### config.mk
export PLATFORM = sky130hd
export DESIGN_NAME = uart_rx_fifo
export DESIGN_NICKNAME = d
export VERILOG_FILES = /design/src/rtl/uart_pkg.sv /design/src/rtl/sync_fifo.sv /design/src/rtl/uart_rx_fifo.sv
export SDC_FILE = /design/constraint.sdc
export NUM_CORES = 1
export LEC_CHECK = 0
export ABC_CLOCK_PERIOD_IN_PS = 3700
export CORE_MARGIN = 2
export CORE_UTILIZATION = 40
export CTS_BUF_LIST = sky130_fd_sc_hd__clkbuf_8
export DETAILED_ROUTE_END_ITERATION = 12
export GPL_TIMING_DRIVEN = 0
export PLACE_DENSITY = 0.58
export SLEW_MARGIN = 20
export SYNTH_ARGS = -nofsm -noshare
export SYNTH_HDL_FRONTEND = slang
export SYNTH_SLANG_ARGS = --single-unit
### constraint.sdc
create_clock -name clk -period 3.7 [get_ports clk]
set_input_delay 0.925 -clock clk [delete_from_list [all_inputs] [get_ports clk]]
set_output_delay 0.925 -clock clk [all_outputs]
set_load 0.05 [all_outputs]
### src/rtl/uart_pkg.sv
// Shared UART definitions: receiver FSM states, frame width and the empty-read value
// that the transmit peripheral and the load-path mux both return.
package uart_pkg;

    typedef enum logic [1:0] {
        IDLE,
        START,
        DATA,
        STOP
    } rx_state_e;

    localparam int unsigned UART_DATA_BITS = 8;
    localparam logic [31:0] EMPTY_READ     = 32'hFFFF_FFFF;

endpackage

### src/rtl/sync_fifo.sv
// Single-clock FIFO with occupancy count; a pop on a full FIFO frees the slot for a
// same-cycle push, and pops on an empty FIFO are ignored.
module sync_fifo #(
    parameter int unsigned WIDTH = 8,
    parameter int unsigned DEPTH = 16
) (
    input  logic                     clk,
    input  logic                     reset,
    input  logic                     push,
    input  logic                     pop,
    input  logic [WIDTH-1:0]         din,
    output logic [WIDTH-1:0]         dout,
    output logic                     full,
    output logic                     empty,
    output logic [$clog2(DEPTH):0]   count
);

    localparam int unsigned AW = $clog2(DEPTH);
    localparam int unsigned CW = AW + 1;

    logic [WIDTH-1:0] mem [DEPTH];
    logic [AW-1:0]    wr_ptr;
    logic [AW-1:0]    rd_ptr;
    logic [CW-1:0]    count_q;
    logic             do_push_c;
    logic             do_pop_c;

    assign empty     = (count_q == '0);
    assign full      = (count_q == CW'(DEPTH));
    assign do_pop_c  = pop && !empty;
    assign do_push_c = push && (!full || do_pop_c);
    assign dout      = mem[rd_ptr];
    assign count     = count_q;

    // Pointers wrap naturally because DEPTH is a power of two.
    always_ff @(posedge clk or negedge reset) begin
        if (!reset) begin
            wr_ptr  <= '0;
            rd_ptr  <= '0;
            count_q <= '0;
        end else begin
            if (do_push_c) begin
                wr_ptr <= wr_ptr + AW'(1);
            end
            if (do_pop_c) begin
                rd_ptr <= rd_ptr + AW'(1);
            end
            if (do_push_c && !do_pop_c) begin
                count_q <= count_q + CW'(1);
            end else if (do_pop_c && !do_push_c) begin
                count_q <= count_q - CW'(1);
            end
        end
    end

    always_ff @(posedge clk) begin
        if (do_push_c) begin
            mem[wr_ptr] <= din;
        end
    end

endmodule

### src/rtl/uart_rx_fifo.sv
// 8N1 UART receiver feeding a byte FIFO read by the load path; sticky frame/overrun
// flags with a clear strobe.
module uart_rx_fifo
    import uart_pkg::*;
#(
    parameter int unsigned CLKS_PER_BIT = 16,
    parameter int unsigned FIFO_DEPTH   = 16
) (
    input  logic                          clk,
    input  logic                          reset,
    input  logic                          rx,
    input  logic                          rd_en,
    output logic [31:0]                   rd_data,
    output logic                          empty,
    output logic                          full,
    output logic [$clog2(FIFO_DEPTH):0]   count,
    output logic                          frame_err,
    output logic                          overrun,
    input  logic                          clr_err
);

    localparam int unsigned CNT_W    = 16;
    localparam int unsigned HALF_BIT = CLKS_PER_BIT / 2;
    localparam int unsigned BIT_W    = $clog2(UART_DATA_BITS);

    rx_state_e                 state;
    logic [1:0]                sync_q;
    logic [1:0]                settle_q;
    logic                      rx_s;
    logic                      armed;
    logic [CNT_W-1:0]          clk_cnt;
    logic [BIT_W-1:0]          bit_idx;
    logic [UART_DATA_BITS-1:0] shift_q;
    logic [UART_DATA_BITS-1:0] head;
    logic                      bit_end_c;
    logic                      push_c;
    logic                      frame_c;
    logic                      overrun_c;

    assign rx_s      = sync_q[1];
    assign bit_end_c = (clk_cnt == CNT_W'(CLKS_PER_BIT - 1));
    assign push_c    = (state == STOP) && bit_end_c && rx_s;
    assign frame_c   = (state == STOP) && bit_end_c && !rx_s;
    assign overrun_c = push_c && full && !rd_en;
    assign rd_data   = empty ? EMPTY_READ : 32'(head);

    // settle_q keeps the reset value of the synchroniser from arming a start detect.
    always_ff @(posedge clk or negedge reset) begin
        if (!reset) begin
            sync_q   <= 2'b11;
            settle_q <= 2'b00;
        end else begin
            sync_q   <= {sync_q[0], rx};
            settle_q <= {settle_q[0], 1'b1};
        end
    end

    // Bit-timing FSM; a start is only taken from a line seen high while idle.
    always_ff @(posedge clk or negedge reset) begin
        if (!reset) begin
            state   <= IDLE;
            armed   <= 1'b0;
            clk_cnt <= '0;
            bit_idx <= '0;
            shift_q <= '0;
        end else begin
            case (state)
                IDLE: begin
                    clk_cnt <= '0;
                    if (rx_s) begin
                        armed <= settle_q[1];
                    end else if (armed) begin
                        armed <= 1'b0;
                        state <= START;
                    end
                end
                START: begin
                    if (clk_cnt == CNT_W'(HALF_BIT - 1)) begin
                        clk_cnt <= '0;
                        bit_idx <= '0;
                        state   <= rx_s ? IDLE : DATA;
                    end else begin
                        clk_cnt <= clk_cnt + CNT_W'(1);
                    end
                end
                DATA: begin
                    if (bit_end_c) begin
                        clk_cnt <= '0;
                        shift_q <= {rx_s, shift_q[UART_DATA_BITS-1:1]};
                        bit_idx <= bit_idx + BIT_W'(1);
                        if (bit_idx == BIT_W'(UART_DATA_BITS - 1)) begin
                            state <= STOP;
                        end
                    end else begin
                        clk_cnt <= clk_cnt + CNT_W'(1);
                    end
                end
                STOP: begin
                    if (bit_end_c) begin
                        clk_cnt <= '0;
                        state   <= IDLE;
                    end else begin
                        clk_cnt <= clk_cnt + CNT_W'(1);
                    end
                end
                default: state <= IDLE;
            endcase
        end
    end

    // Sticky error flags; a new event outranks a same-cycle clear.
    always_ff @(posedge clk or negedge reset) begin
        if (!reset) begin
            frame_err <= 1'b0;
            overrun   <= 1'b0;
        end else begin
            if (frame_c) begin
                frame_err <= 1'b1;
            end else if (clr_err) begin
                frame_err <= 1'b0;
            end
            if (overrun_c) begin
                overrun <= 1'b1;
            end else if (clr_err) begin
                overrun <= 1'b0;
            end
        end
    end

    sync_fifo #(
        .WIDTH (UART_DATA_BITS),
        .DEPTH (FIFO_DEPTH)
    ) u_fifo (
        .clk   (clk),
        .reset (reset),
        .push  (push_c),
        .pop   (rd_en),
        .din   (shift_q),
        .dout  (head),
        .full  (full),
        .empty (empty),
        .count (count)
    );

endmodule

==> run summary <==
post-synthesis cell area -> 7760 um2
slew margin rel. -> 0.436
maximum vdd drop -> 0.000303 V
Reg power frac -> 0.394
vias in the first global route -> 4290
Hold Path Class -> flop to flop
most frequent cells after synthesis -> 128 x edfxtp_1, 47 x dfrtp_1, 39 x nor2_1, 25 x mux2i_1
share of cells above drive strength 1 -> 0.290
Die ar. -> 20500 um2
1st-pass router iterations -> 4
Synth Area in Adders -> 0.0219
Reg2Reg Launch Point -> clk_cnt[9]
clock skew -> 12.6 ps
core footprint -> 18900 um2
Synth Area in XOR/XNOR -> 0.0260
via/cell ratio -> 5.10
Primary FF master, synth -> edfxtp_1
Clock Sinks -> 177
Critical Path Fanout Max -> 10
clock tree buffer depth -> 2
Mapped Cells -> 496
# setup viols final -> 0
Post-synth EDFFs -> 128
Skew-Pair Late Insertion Delay -> 460 ps
Compound-Gate Fraction of Synth Area -> 0.0374
Crit. End Element -> output port
placed insts -> 803
Syn Area/Cell -> 15.6 um2
1st-iter DRT viols -> 168
worst path arrival time -> 2630 ps
Final ANT Viol Nets -> 0
post-synth top area share -> 0.495
Routed wire per std cell -> 19.0 um
Combinational Power Share -> 0.378
#FFs+latches synth -> 177
Final #Nets -> 580
Leak -> 3.41 nW
distinct cell type count after synthesis -> 54
vias -> 4261
Synth area leader -> edfxtp_1
Synth Net Count -> 514
max-cap violations -> 0
non-filler cells, final -> 835
most common cell in the netlist -> edfxtp_1
CP Class -> flop to output port
Clock Power Share -> 0.229
Max Fclk -> 281 MHz
Starting Density -> 0.411
# IOs -> 46
ant diodes -> 0
CTS tree -> done
initial antenna violation count -> 0
Die Ht -> 143 um
internal power -> 3.53 mW
Min Clock Period, post-route -> 3550 ps
first-pass GRT wire length -> 24800 um
Worst Tran Pin Value -> 843 ps
placed cell area -> 8580 um2
Slew Limit Fails -> 0
final core utilization -> 0.469
Total GRT Usage -> 0.165
design area -> 8870 um2
gpl congestion -> 0.811
pin count of the biggest net entering global routing -> 50
DRT Wirelength -> 15900 um
Critical path origin -> u_fifo.rd_ptr[0]
DR DRC count -> 0
filler cell count -> 1658
Net Sw Frac -> 0.374
Root Driver -> clkbuf_8
IO Port Bufs -> 45
status -> complete, no violations
Die Width -> 143 um
post-synthesis sequential area ratio -> 0.654
Yosys warnings -> 0
RSZ-0062 raised after global routing -> no
Rows -> 50
CP Launch Type -> flop
mux cell area share after synthesis -> 0.123
Worst-path clk slew -> 90 ps
area grow syn2layout -> 14.3%
power per cell area -> 636 nW/um2
Post-CTS Hold Buffers -> 0
detailed placement HPWL -> 10700 um
H-tree depth -> 4
total CTS buffers -> 17
period utilization -> 0.961
largest family of logic cells by synthesized area -> multiplexers
gr ovfl total -> 0
simple-gate share of the synthesized area -> 0.0934
Psw -> 2.11 mW
top cells by area, synth -> edfxtp_1 50%, dfrtp_1 15%, mux4_2 7.0%, mux2i_1 3.2%, buf_4 2.3%
Req. time, crit path -> 2770 ps
Hold Vio Cnt, Final -> 0
Hold Path Origin -> sync_q[0]
asr flop ratio synth -> 0.277
==> cells by family after synthesis <==
| logic type | count (synthesis) |
|---|---|
| flops | 177 |
| buf+inv | 60 |
| other cells | 1 |
| simple gates | 122 |
| mux | 63 |
| fa+ha+maj | 13 |
| compound gates | 37 |
| xor+xnor | 23 |
==> final timing paths <==
path	depth (start not counted)	slack, ps	to
setup / recovery	7	150	rd_data[4]
hold / removal	0	350	sync_q[1]
setup reg to reg	13	190	u_fifo.count[4]
hold reg to reg	0	350	sync_q[1]
max in group asynchronous	1	2760	clk_cnt[7]
min in group asynchronous	1	490	settle_q[0]
==> registers in the layout, summed over array words and instances, names as in the netlist, named ones only <==
signal         flops
u_fifo.mem       128
clk_cnt           16
shift_q            8
u_fifo.count       5
u_fifo.rd_ptr      4
u_fifo.wr_ptr      4
bit_idx            3
settle_q           2
sync_q             2
armed              1
frame_err          1
overrun            1
state              1
==> area by class of cell <==
type	count	area (um2)	area share
clock buffers	17	234	0.0264
repair buffers	49	319	0.0360
plain buffers	48	327	0.0368
clock inverters	15	143	0.0161
multi-input cells	259	2400	0.271
inverters	10	42.5	0.00480
flip-flops and latches	177	5080	0.573
well taps	260	325	0.0367
==> power by group through the flow <==
stage | Clock (mW) | Combinational (mW) | Sequential, mW
CTS | 1.31 | 2.20 | 2.22
floorplan | 0 | 1.50 | 2.34
global route | 1.40 | 2.25 | 2.23
finish | 1.29 | 2.13 | 2.22
detailed placement | 0 | 2.22 | 2.26
global placement | 0 | 2.20 | 2.26
==> repair_timing <==
item                                    4_1_cts  5_1_grt
endpoints found under the setup margin       33       31
resized for setup                            98       40
pin swaps                                     0        4
setup buffers                                 1        1
==> through the flow <==
stage                     total power, mW  setup WS (ps)  setup TNS [ps]  hold WS, ps
final                                5.64            146               0          348
after global routing                 5.89           5.19               0          345
after CTS                            5.74          -2.69           -2.69          355
after detailed placement             4.49           -715           -7470          347
after global placement               4.46           -893          -22730          341
after floorplan                      3.85            137               0          331
==> metal layers <==
layer | part of all wire | vias to the layer above | wire, um | global-route usage
met5 | 0 | - | 0 | 0
met4 | 0.0072 | 0 | 114 | 0.0341
met3 | 0.036 | 12 | 564 | 0.0439
met2 | 0.50 | 75 | 7900 | 0.273
met1 | 0.46 | 2182 | 7290 | 0.222
li1 | - | 1992 | - | -
==> critical path, stage by stage, from the launching register on <==
cell	delay, ps
dfrtp_1	380
clkbuf_8	210
buf_6	210
mux4_2	530
mux2i_2	240
nor2_1	60
a311o_1	310
buf_2	220
==> cells in the final DEF (no fill, tap or decap), drive strengths merged, types with 9 or more instances in the layout <==
cell type / n
a22oi: 9
buf: 48
clkbuf: 54
clkdlybuf4s50: 10
dfrtp: 47
edfxtp: 128
ha: 12
inv: 15
mux2: 14
mux2i: 25
mux4: 24
nand2: 10
nand2b: 9
nand3: 15
nand4: 9
nor2: 39
xnor2: 14
xor2: 9
Power figures use the tool's default switching activity.
